==> config.mk <==
export PLATFORM = sky130hd
export DESIGN_NAME = regfile_param_flat
export DESIGN_NICKNAME = d
export VERILOG_FILES = /design/src/rtl/regfile_pkg.sv /design/src/rtl/regfile_if.sv /design/src/rtl/regfile_clear_fsm.sv /design/src/rtl/regfile_param.sv /design/src/flat_wrapper.sv
export SDC_FILE = /design/constraint.sdc
export NUM_CORES = 1
export LEC_CHECK = 0
export ABC_CLOCK_PERIOD_IN_PS = 8920
export CAP_MARGIN = 25
export CELL_PAD_IN_SITES_DETAIL_PLACEMENT = 1
export CELL_PAD_IN_SITES_GLOBAL_PLACEMENT = 1
export CORE_MARGIN = 8
export CORE_UTILIZATION = 58
export DETAILED_ROUTE_END_ITERATION = 12
export GPL_ROUTABILITY_DRIVEN = 0
export PLACE_DENSITY_LB_ADDON = 0.1
export SLEW_MARGIN = 40
export SYNTH_ARGS = -nofsm -noshare
export SYNTH_HDL_FRONTEND = slang
export SYNTH_SLANG_ARGS = --single-unit
==> constraint.sdc <==
create_clock -name clk -period 8.92 [get_ports clk]
set_input_delay 0.892 -clock clk [delete_from_list [all_inputs] [get_ports clk]]
set_output_delay 0.892 -clock clk [all_outputs]
set_load 0.01 [all_outputs]
==> src/rtl/regfile_pkg.sv <==
// Shared types and default sizing for the parameterised register file.
// Imported by the interface, the clear sequencer and the top.
package regfile_pkg;

  typedef enum logic [0:0] {
    CLEAR = 1'b0,
    RUN   = 1'b1
  } state_e;

  localparam int DEF_DATA_W = 32;
  localparam int DEF_DEPTH  = 32;
  localparam int DEF_ADDR_W = 5;
  localparam int DEF_NRD    = 2;

endpackage

==> src/rtl/regfile_if.sv <==
// Register-file bus: one write port, NRD packed read ports and the busy flag.
// The master drives writes and read addresses; the slave returns data and busy.
interface regfile_if
  import regfile_pkg::*;
#(
  parameter int DATA_W = DEF_DATA_W,
  parameter int ADDR_W = DEF_ADDR_W,
  parameter int NRD    = DEF_NRD
);

  logic                     RegWrite;
  logic [ADDR_W-1:0]        waddr;
  logic [DATA_W-1:0]        wdata;
  logic [NRD*ADDR_W-1:0]    raddr;
  logic [NRD*DATA_W-1:0]    rdata;
  logic                     busy;

  modport master (
    output RegWrite, waddr, wdata, raddr,
    input  rdata, busy
  );

  modport slave (
    input  RegWrite, waddr, wdata, raddr,
    output rdata, busy
  );

endinterface

==> src/rtl/regfile_clear_fsm.sv <==
// Post-reset clear sequencer: walks entries 0..DEPTH-1 writing zero, then parks in RUN.
// busy_o also rises combinationally while rst_n is low so nothing leaks during reset.
module regfile_clear_fsm
  import regfile_pkg::*;
#(
  parameter int DEPTH  = DEF_DEPTH,
  parameter int ADDR_W = DEF_ADDR_W
) (
  input  logic              clk,
  input  logic              rst_n,
  output logic              busy_o,
  output logic              clear_we_o,
  output logic [ADDR_W-1:0] clear_addr_o
);

  localparam logic [ADDR_W-1:0] LAST_IDX = ADDR_W'(DEPTH - 1);

  state_e            state_q, state_d;
  logic [ADDR_W-1:0] cnt_q, cnt_d;

  always_ff @(posedge clk) begin
    if (!rst_n) begin
      state_q <= CLEAR;
      cnt_q   <= '0;
    end else begin
      state_q <= state_d;
      cnt_q   <= cnt_d;
    end
  end

  always_comb begin
    state_d    = state_q;
    cnt_d      = cnt_q;
    clear_we_o = 1'b0;
    busy_o     = ~rst_n;
    case (state_q)
      CLEAR: begin
        busy_o     = 1'b1;
        clear_we_o = 1'b1;
        if (cnt_q == LAST_IDX) begin
          state_d = RUN;
          cnt_d   = '0;
        end else begin
          cnt_d = cnt_q + 1'b1;
        end
      end
      RUN: begin
        state_d = RUN;
      end
      default: begin
        state_d = CLEAR;
        cnt_d   = '0;
      end
    endcase
  end

  assign clear_addr_o = cnt_q;

endmodule

==> src/rtl/regfile_param.sv <==
// Parameterised register file: zero-latency reads on NRD ports, entry 0 hard-wired to zero,
// self-clearing after reset. Define REGFILE_BYPASS_EN to forward same-cycle write data to reads.
module regfile_param
  import regfile_pkg::*;
#(
  parameter int DATA_W = DEF_DATA_W,
  parameter int DEPTH  = DEF_DEPTH,
  parameter int ADDR_W = DEF_ADDR_W,
  parameter int NRD    = DEF_NRD
) (
  input  logic      clk,
  input  logic      rst_n,
  regfile_if.slave  bus
);

  localparam logic [ADDR_W:0] DEPTH_X = (ADDR_W + 1)'(DEPTH);

  logic              busy;
  logic              clear_we;
  logic [ADDR_W-1:0] clear_addr;
  logic              run_we;
  logic              mem_we;
  logic [ADDR_W-1:0] mem_waddr;
  logic [DATA_W-1:0] mem_wdata;
  logic [NRD*DATA_W-1:0] rdata_all;

  logic [DATA_W-1:0] mem_q [DEPTH];

  regfile_clear_fsm #(
    .DEPTH  (DEPTH),
    .ADDR_W (ADDR_W)
  ) u_clear (
    .clk          (clk),
    .rst_n        (rst_n),
    .busy_o       (busy),
    .clear_we_o   (clear_we),
    .clear_addr_o (clear_addr)
  );

  // A user write only lands outside the sweep, off entry 0 and inside the array.
  assign run_we = bus.RegWrite && !busy && (bus.waddr != '0)
                  && ({1'b0, bus.waddr} < DEPTH_X);

  assign mem_we    = clear_we || run_we;
  assign mem_waddr = clear_we ? clear_addr : bus.waddr;
  assign mem_wdata = clear_we ? '0 : bus.wdata;

  always_ff @(posedge clk) begin
    if (mem_we) begin
      mem_q[mem_waddr] <= mem_wdata;
    end
  end

  genvar gi;
  generate
    for (gi = 0; gi < NRD; gi++) begin : g_rd
      logic [ADDR_W-1:0] ra;
      logic [DATA_W-1:0] rd;

      assign ra = bus.raddr[gi*ADDR_W +: ADDR_W];

      always_comb begin
        rd = '0;
        if (!busy && (ra != '0) && ({1'b0, ra} < DEPTH_X)) begin
          rd = mem_q[ra];
        end
`ifdef REGFILE_BYPASS_EN
        if (run_we && (ra == bus.waddr)) begin
          rd = bus.wdata;
        end
`endif
      end

      assign rdata_all[gi*DATA_W +: DATA_W] = rd;
    end
  endgenerate

  assign bus.rdata = rdata_all;
  assign bus.busy  = busy;

endmodule

==> src/flat_wrapper.sv <==
// flat-port wrapper written by rule: the top's interface ports become plain ports
module regfile_param_flat import regfile_pkg::*;
#(
  parameter int DATA_W = DEF_DATA_W,
  parameter int DEPTH  = DEF_DEPTH,
  parameter int ADDR_W = DEF_ADDR_W,
  parameter int NRD    = DEF_NRD
)
  (clk, rst_n, bus_RegWrite, bus_waddr, bus_wdata, bus_raddr, bus_rdata, bus_busy);
  regfile_if #(.DATA_W(DATA_W), .ADDR_W(ADDR_W), .NRD(NRD)) bus_i ();
  input  logic clk;
  input  logic rst_n;
  input wire logic [$bits(bus_i.RegWrite)-1:0] bus_RegWrite;
  input wire logic [$bits(bus_i.waddr)-1:0] bus_waddr;
  input wire logic [$bits(bus_i.wdata)-1:0] bus_wdata;
  input wire logic [$bits(bus_i.raddr)-1:0] bus_raddr;
  output wire logic [$bits(bus_i.rdata)-1:0] bus_rdata;
  output wire logic [$bits(bus_i.busy)-1:0] bus_busy;
  assign bus_i.RegWrite = bus_RegWrite;
  assign bus_i.waddr = bus_waddr;
  assign bus_i.wdata = bus_wdata;
  assign bus_i.raddr = bus_raddr;
  assign bus_rdata = bus_i.rdata;
  assign bus_busy = bus_i.busy;
  regfile_param #(.DATA_W(DATA_W), .DEPTH(DEPTH), .ADDR_W(ADDR_W), .NRD(NRD)) u_core (.clk(clk), .rst_n(rst_n), .bus(bus_i));
endmodule
* After elaboration in Yosys (flattened, before gate mapping)
Memory sizes are Yosys's and may differ from the RTL's.
Index checks and enable logic that the tools add are counted.
** Operators by class
- Add/sub/neg operators :: 1
- Eq/ne operators :: 1
- Muxes and demuxes :: 11
- Bitwise logic cells :: 2
- Reductions and logical operators :: 9
** Operators with widths (number)
- $mux W32 :: 3
- $reduce_bool A5 Y1 :: 3
- $mux W5 :: 2
- $add A5 B1 Y5 const B :: 1
- $eq A5 B5 Y1 const B :: 1
- $mux W1 :: 5
- $logic_and A1 B1 Y1 :: 4
- $not A1 Y1 :: 2
- $pmux W1 S2 :: 1
- $logic_not A1 Y1 :: 1
- $logic_or A1 B1 Y1 :: 1
** Storage, ports and cells
- Bits in registers :: 6
- Memory bits (writable) :: 1024
- Input bits :: 50
- Output and inout port bits :: 65
- Logic and storage cells :: 27
- Memories kept :: 1
** Memories
- u_core.mem_q :: depth 32, bits a word 32, read ports 2, clocked after memory_dff 0, wr ports 1, RTL line regfile_param.sv:27 : logic [DATA_W-1:0] mem_q [DEPTH];

* Longest topological paths before layout
- Word-level depth :: 8
- Gate-level depth with buffers :: 8
- Mapped depth without buffers :: 6

* By module
Synthesis repeated with hierarchy kept, for this count alone.
** Second synthesis, totals
- Cell total of the unflattened synthesis :: 2353
- Area total of the unflattened synthesis :: 47722.0 µm²
** By module, submodules not included
- regfile_param :: times used 1, cells each 2324, area each 47444.3 µm², sequential area each 30749.5 µm²
- regfile_clear_fsm :: times used 1, cells each 29, area each 277.8 µm², sequential area each 120.1 µm²

* Worst setup path before layout
Ideal clock, no wire load.
- Path kind :: input -> register
- Start :: input port rst_n
- End :: memory u_core.mem_q[0][0] (netlist bit), enable pin
- Setup time :: 0.421 ns
- Arrival time :: 3.167 ns
- Data required time :: 8.499 ns
- Slack :: 5.332 ns
- Stages :: 5
- Buffers on the path :: 1
- Cell sequence :: clkbuf_1 nand2_1 nor4b_1 o21ai_1 nor2_1
** Between the ends
- Cells in the longest elaborated chain, start to end :: 8
** RTL lines
- start: declaration :: RTL line flat_wrapper.sv:12 : input logic rst_n;
- $not A1 Y1 :: RTL line regfile_clear_fsm.sv:35 : busy_o = ~rst_n;
- $mux W1 :: RTL line regfile_clear_fsm.sv:36 : case (state_q)
- $logic_not A1 Y1 :: RTL line regfile_param.sv:41 : assign run_we = bus.RegWrite && !busy && (bus.waddr != '0)
- $logic_and A1 B1 Y1 (2 in series) :: RTL line regfile_param.sv:41
- $logic_or A1 B1 Y1 :: RTL line regfile_param.sv:44 : assign mem_we = clear_we || run_we;
- $mux W1 :: RTL line regfile_param.sv:49 : if (mem_we) begin
- $mux W1 (implied by the code) :: RTL line regfile_param.sv:50 : mem_q[mem_waddr] <= mem_wdata;
- end: declaration :: RTL line regfile_param.sv:27
No other way between the ends.

* Worst setup path in the final report
- Start :: input port bus_raddr[5]
- End :: output port bus_rdata[42]
** Between the ends
- Cells in the longest elaborated chain, start to end :: 3
- Elaborated cells on any way between the ends :: 4
- Classes of those cells :: mux (1); reduce/logical (2); memory (1)
** RTL lines
- start: declaration :: RTL line flat_wrapper.sv:16 : input wire logic [$bits(bus_i.raddr)-1:0] bus_raddr;
- parallel branches: the longest is 2 deep, another holds $mem_v2 Z32 W32
- $mux W32 * :: RTL line regfile_param.sv:64 : if (!busy && (ra != '0) && ({1'b0, ra} < DEPTH_X)) begin
- end: declaration :: RTL line flat_wrapper.sv:17 : output wire logic [$bits(bus_i.rdata)-1:0] bus_rdata;
Mark *: on every way between the ends.

==> flow_summary_export.csv <==
group,metric,value,unit
logic_synthesis,synth_common_cells,"edfxtp_1 (1024), mux2i_1 (772), a22oi_1 (352), nand3_1 (193)",
clocking,cts_max_level,3,
placement,dp_slack,3340,ps
layout,fill_cells,7391,
pwr,max-vdd-ir-drop,0.180,mV
drt,wl_met1,63800,um
clocking,root_buffer,"clkbuf_16",
logic_synthesis,synth.most_common_cell,"edfxtp_1",
logic_synthesis,synth.top_cells.by_area,"edfxtp_1 (62%), mux2i_1 (16%), mux4_1 (5.8%), a22oi_1 (5.4%), nand3_1 (2.0%)",
worst_setup_path,setup.worst_path.start,"bus_raddr[5]",
clocking,insertion_delay,680,ps
worst_setup_path,r2r-end,"u_core.mem_q[9][0]",
logic_synthesis,yosysTopAreaCell,"edfxtp_1",
floorplan,start_util,58.2,%
sta,finalCriticalPeriod,5660,ps
sta,skew,34.0,ps
sta,fin_crit_sh,63.4,%
placement,dpl.hpwl,98100,um
logic_synthesis,syn-cell-area,49300,um2
clocking,cts.sinks,1030,
global_route,grt_pass1_vias,34564,
logic_synthesis,ys_ff_latch,1030,
logic_synthesis,synth.distinct_cells,44,
layout,layout-drive-gt1-share,12.9,%
sta,setup-violations-final,0,
worst_setup_path,crit_arrival,4760,ps
worst_setup_path,critical_path.max_fanout,33,
worst_hold_path,hold_depth,2,
sta,tns,0,ps
drt,wl_per_cell,39.3,um
worst_setup_path,reg2regPathDepth,5,
logic_synthesis,ys.flop_type,"edfxtp_1",
drt,first_iter_violations,4519,
clocking,cts_inserted_buffers,106,
drt,vias,32699,
worst_hold_path,hp-class,"reg2reg",
floorplan,rows,107,
logic_synthesis,synthCells,3112,
sta,worst_slack,3260,ps
global_route,antenna_found_initial,5,
worst_setup_path,rrSetupSlack,4610,ps
sta,tightest_slew,951,ps
worst_setup_path,startpoint_type,"primary input",
drt,avgViaCountPerCell,7.41,
global_route,grt-ovfl-total,0,
worst_hold_path,hold_end,"u_core.u_clear.clear_addr_o[3]",
floorplan,ios,115,
worst_setup_path,worstSetupPathType,"in2out",
drt,topRoutingLayerUsed,"met5",
floorplan,die_x,308,um
global_route,grt_pass1_wl,244000,um
clocking,postCtsHoldBufs,0,
pwr,power.density,188,nW/um2
floorplan,die_height,308,um
drt,dr.pass1.iters,6,
sta,drv_slew,0,
global_route,grt_usage,35.8,%
logic_synthesis,ys_seq_area_share,62.6,%
clocking,postCtsSetupRepairBufs,0,
worst_setup_path,critPathCaptureType,"output pin",
global_route,grt_max_degree,111,
layout,nets,3230,
clocking,cts_tree,"done",
run,cap_violations,0,
drt,routed-wl-met3,18200,um
worst_setup_path,worstPathRequired,8030,ps
clocking,clk_pin_slew,60,ps
logic_synthesis,yosysWarnings,0,
placement,numPortBuffers,114,
logic_synthesis,synthArstFlopShare,0,%
worst_hold_path,holdCritStartpoint,"u_core.u_clear.clear_addr_o[3]",
worst_setup_path,r2r_start,"u_core.u_clear.state_q",
clocking,cts_buffer_depth,3,
status,run_status,"finished, final reports clean",
logic_synthesis,syn_area_per_cell,15.8,um2
layout,syn2layout_area_growth,11.8,%
floorplan,dieArea,94600,um2
floorplan,coreArea,84700,um2
drt,antenna_left,0,
sta,timing_hold_violations_final,0,
sta,rsz0062_at_grt,"no",
drt,dr_wl_met2,81800,um
logic_synthesis,yosysTopAreaCellShare,62.3,%
sta,fmaxAchievable,0.177,GHz
pwr,p_leak,17.9,nW
sta,relSlewSlack,36.6,%
clocking,cts_resized,0,
logic_synthesis,synthesis.nets,3164,
logic_synthesis,synth_edf_count,1024,
drt,finalWirelength,174000,um
drt,drc_errors,0,
sequential cells by signal (all words and copies together) (netlist names):
signal                       flops
u_core.u_clear.state_q           1
u_core.u_clear.clear_addr_o      5
u_core.mem_q                  1024
cell usage in the layout, fill, tap and decap left out, drive strengths merged, types with 2 or more instances in the layout:
cell           count
nand2            109
a22oi            352
nor4               3
and4               2
nand4             65
nand2b             2
nor3               4
edfxtp          1024
a21oi             33
clkinv            52
and2b              2
and2              36
nor3b              3
mux2              65
mux2i            772
clkbuf           134
buf               91
nor2b              9
nand3            193
mux4             128
o21ai              5
nor2              40
clkdlybuf4s50    108
dfxtp              6
ha                 2
bufinv             8
inv                4
a21boi             2
area by class of cell:
type	count	area (um2)	area share, %
Sequential cell	1030	30900	56.0
Multi-Input combinational cell	1838	17500	31.7
Clock buffer	133	2860	5.18
Timing Repair Buffer	200	2000	3.62
Tap cell	1144	1430	2.60
Clock inverter	63	494	0.897
Inverter	2	7.51	0.0136
Antenna cell	1	2.50	0.00454
routing by layer:
metal,vias up,GRT usage (%)
met5,-,0.620
met4,4,19.3
met3,524,8.01
met2,2282,57.0
met1,16996,45.7
li1,12893,-
stage by stage:
step | instances | hold slack (ps) | util, % | instance area [um2] | power [mW]
final | 4411 | 608 | 65.0 | 55100 | 10.3
after global routing | 4410 | 642 | 65.0 | 55100 | 10.5
after CTS | 4406 | 591 | 64.9 | 55000 | 10.3
after detailed placement | 4210 | 578 | 60.9 | 51600 | 6.06
after global placement | 4203 | 551 | 60.7 | 51500 | 6.03
after floorplan | 3112 | 500 | - | 49300 | 5.84
logic make-up (layout without fill, tap and decap cells):
family          count (synthesis)  count (layout)  synth area share [%]
simple gates                  473             473                  4.82
compound gates                398             398                  5.87
flops                        1030            1030                  62.6
fa+ha+maj                       2               2                0.0507
buf+inv                       244             398                  2.86
mux                           965             965                  23.8
other cells                     0               1                     0
report_power, final:
part | switching [mW] | total [mW] | internal, mW
Sequential | 0.0256 | 5.33 | 5.30
Clock | 1.89 | 4.37 | 2.49
Combinational | 0.397 | 0.646 | 0.249
worst max-delay path by stage:
stage / endpoint / slack (ps) / cells past startpoint
floorplan: u_core.mem_q[0][0] / 5330 / 5
global placement: bus_rdata[20] / 3440 / 8
detailed placement: bus_rdata[20] / 3340 / 8
CTS: bus_rdata[0] / 3300 / 8
global route: bus_rdata[20] / 3290 / 8
finish: bus_rdata[42] / 3260 / 8
critical path: stages:
cell	delay, ps
buf_4	410
buf_4	540
and2b_4	850
buf_4	690
a22oi_1	210
nand3_1	160
nand4_1	280
clkdlybuf4s50_1	650
Power figures use the tool's default switching activity.
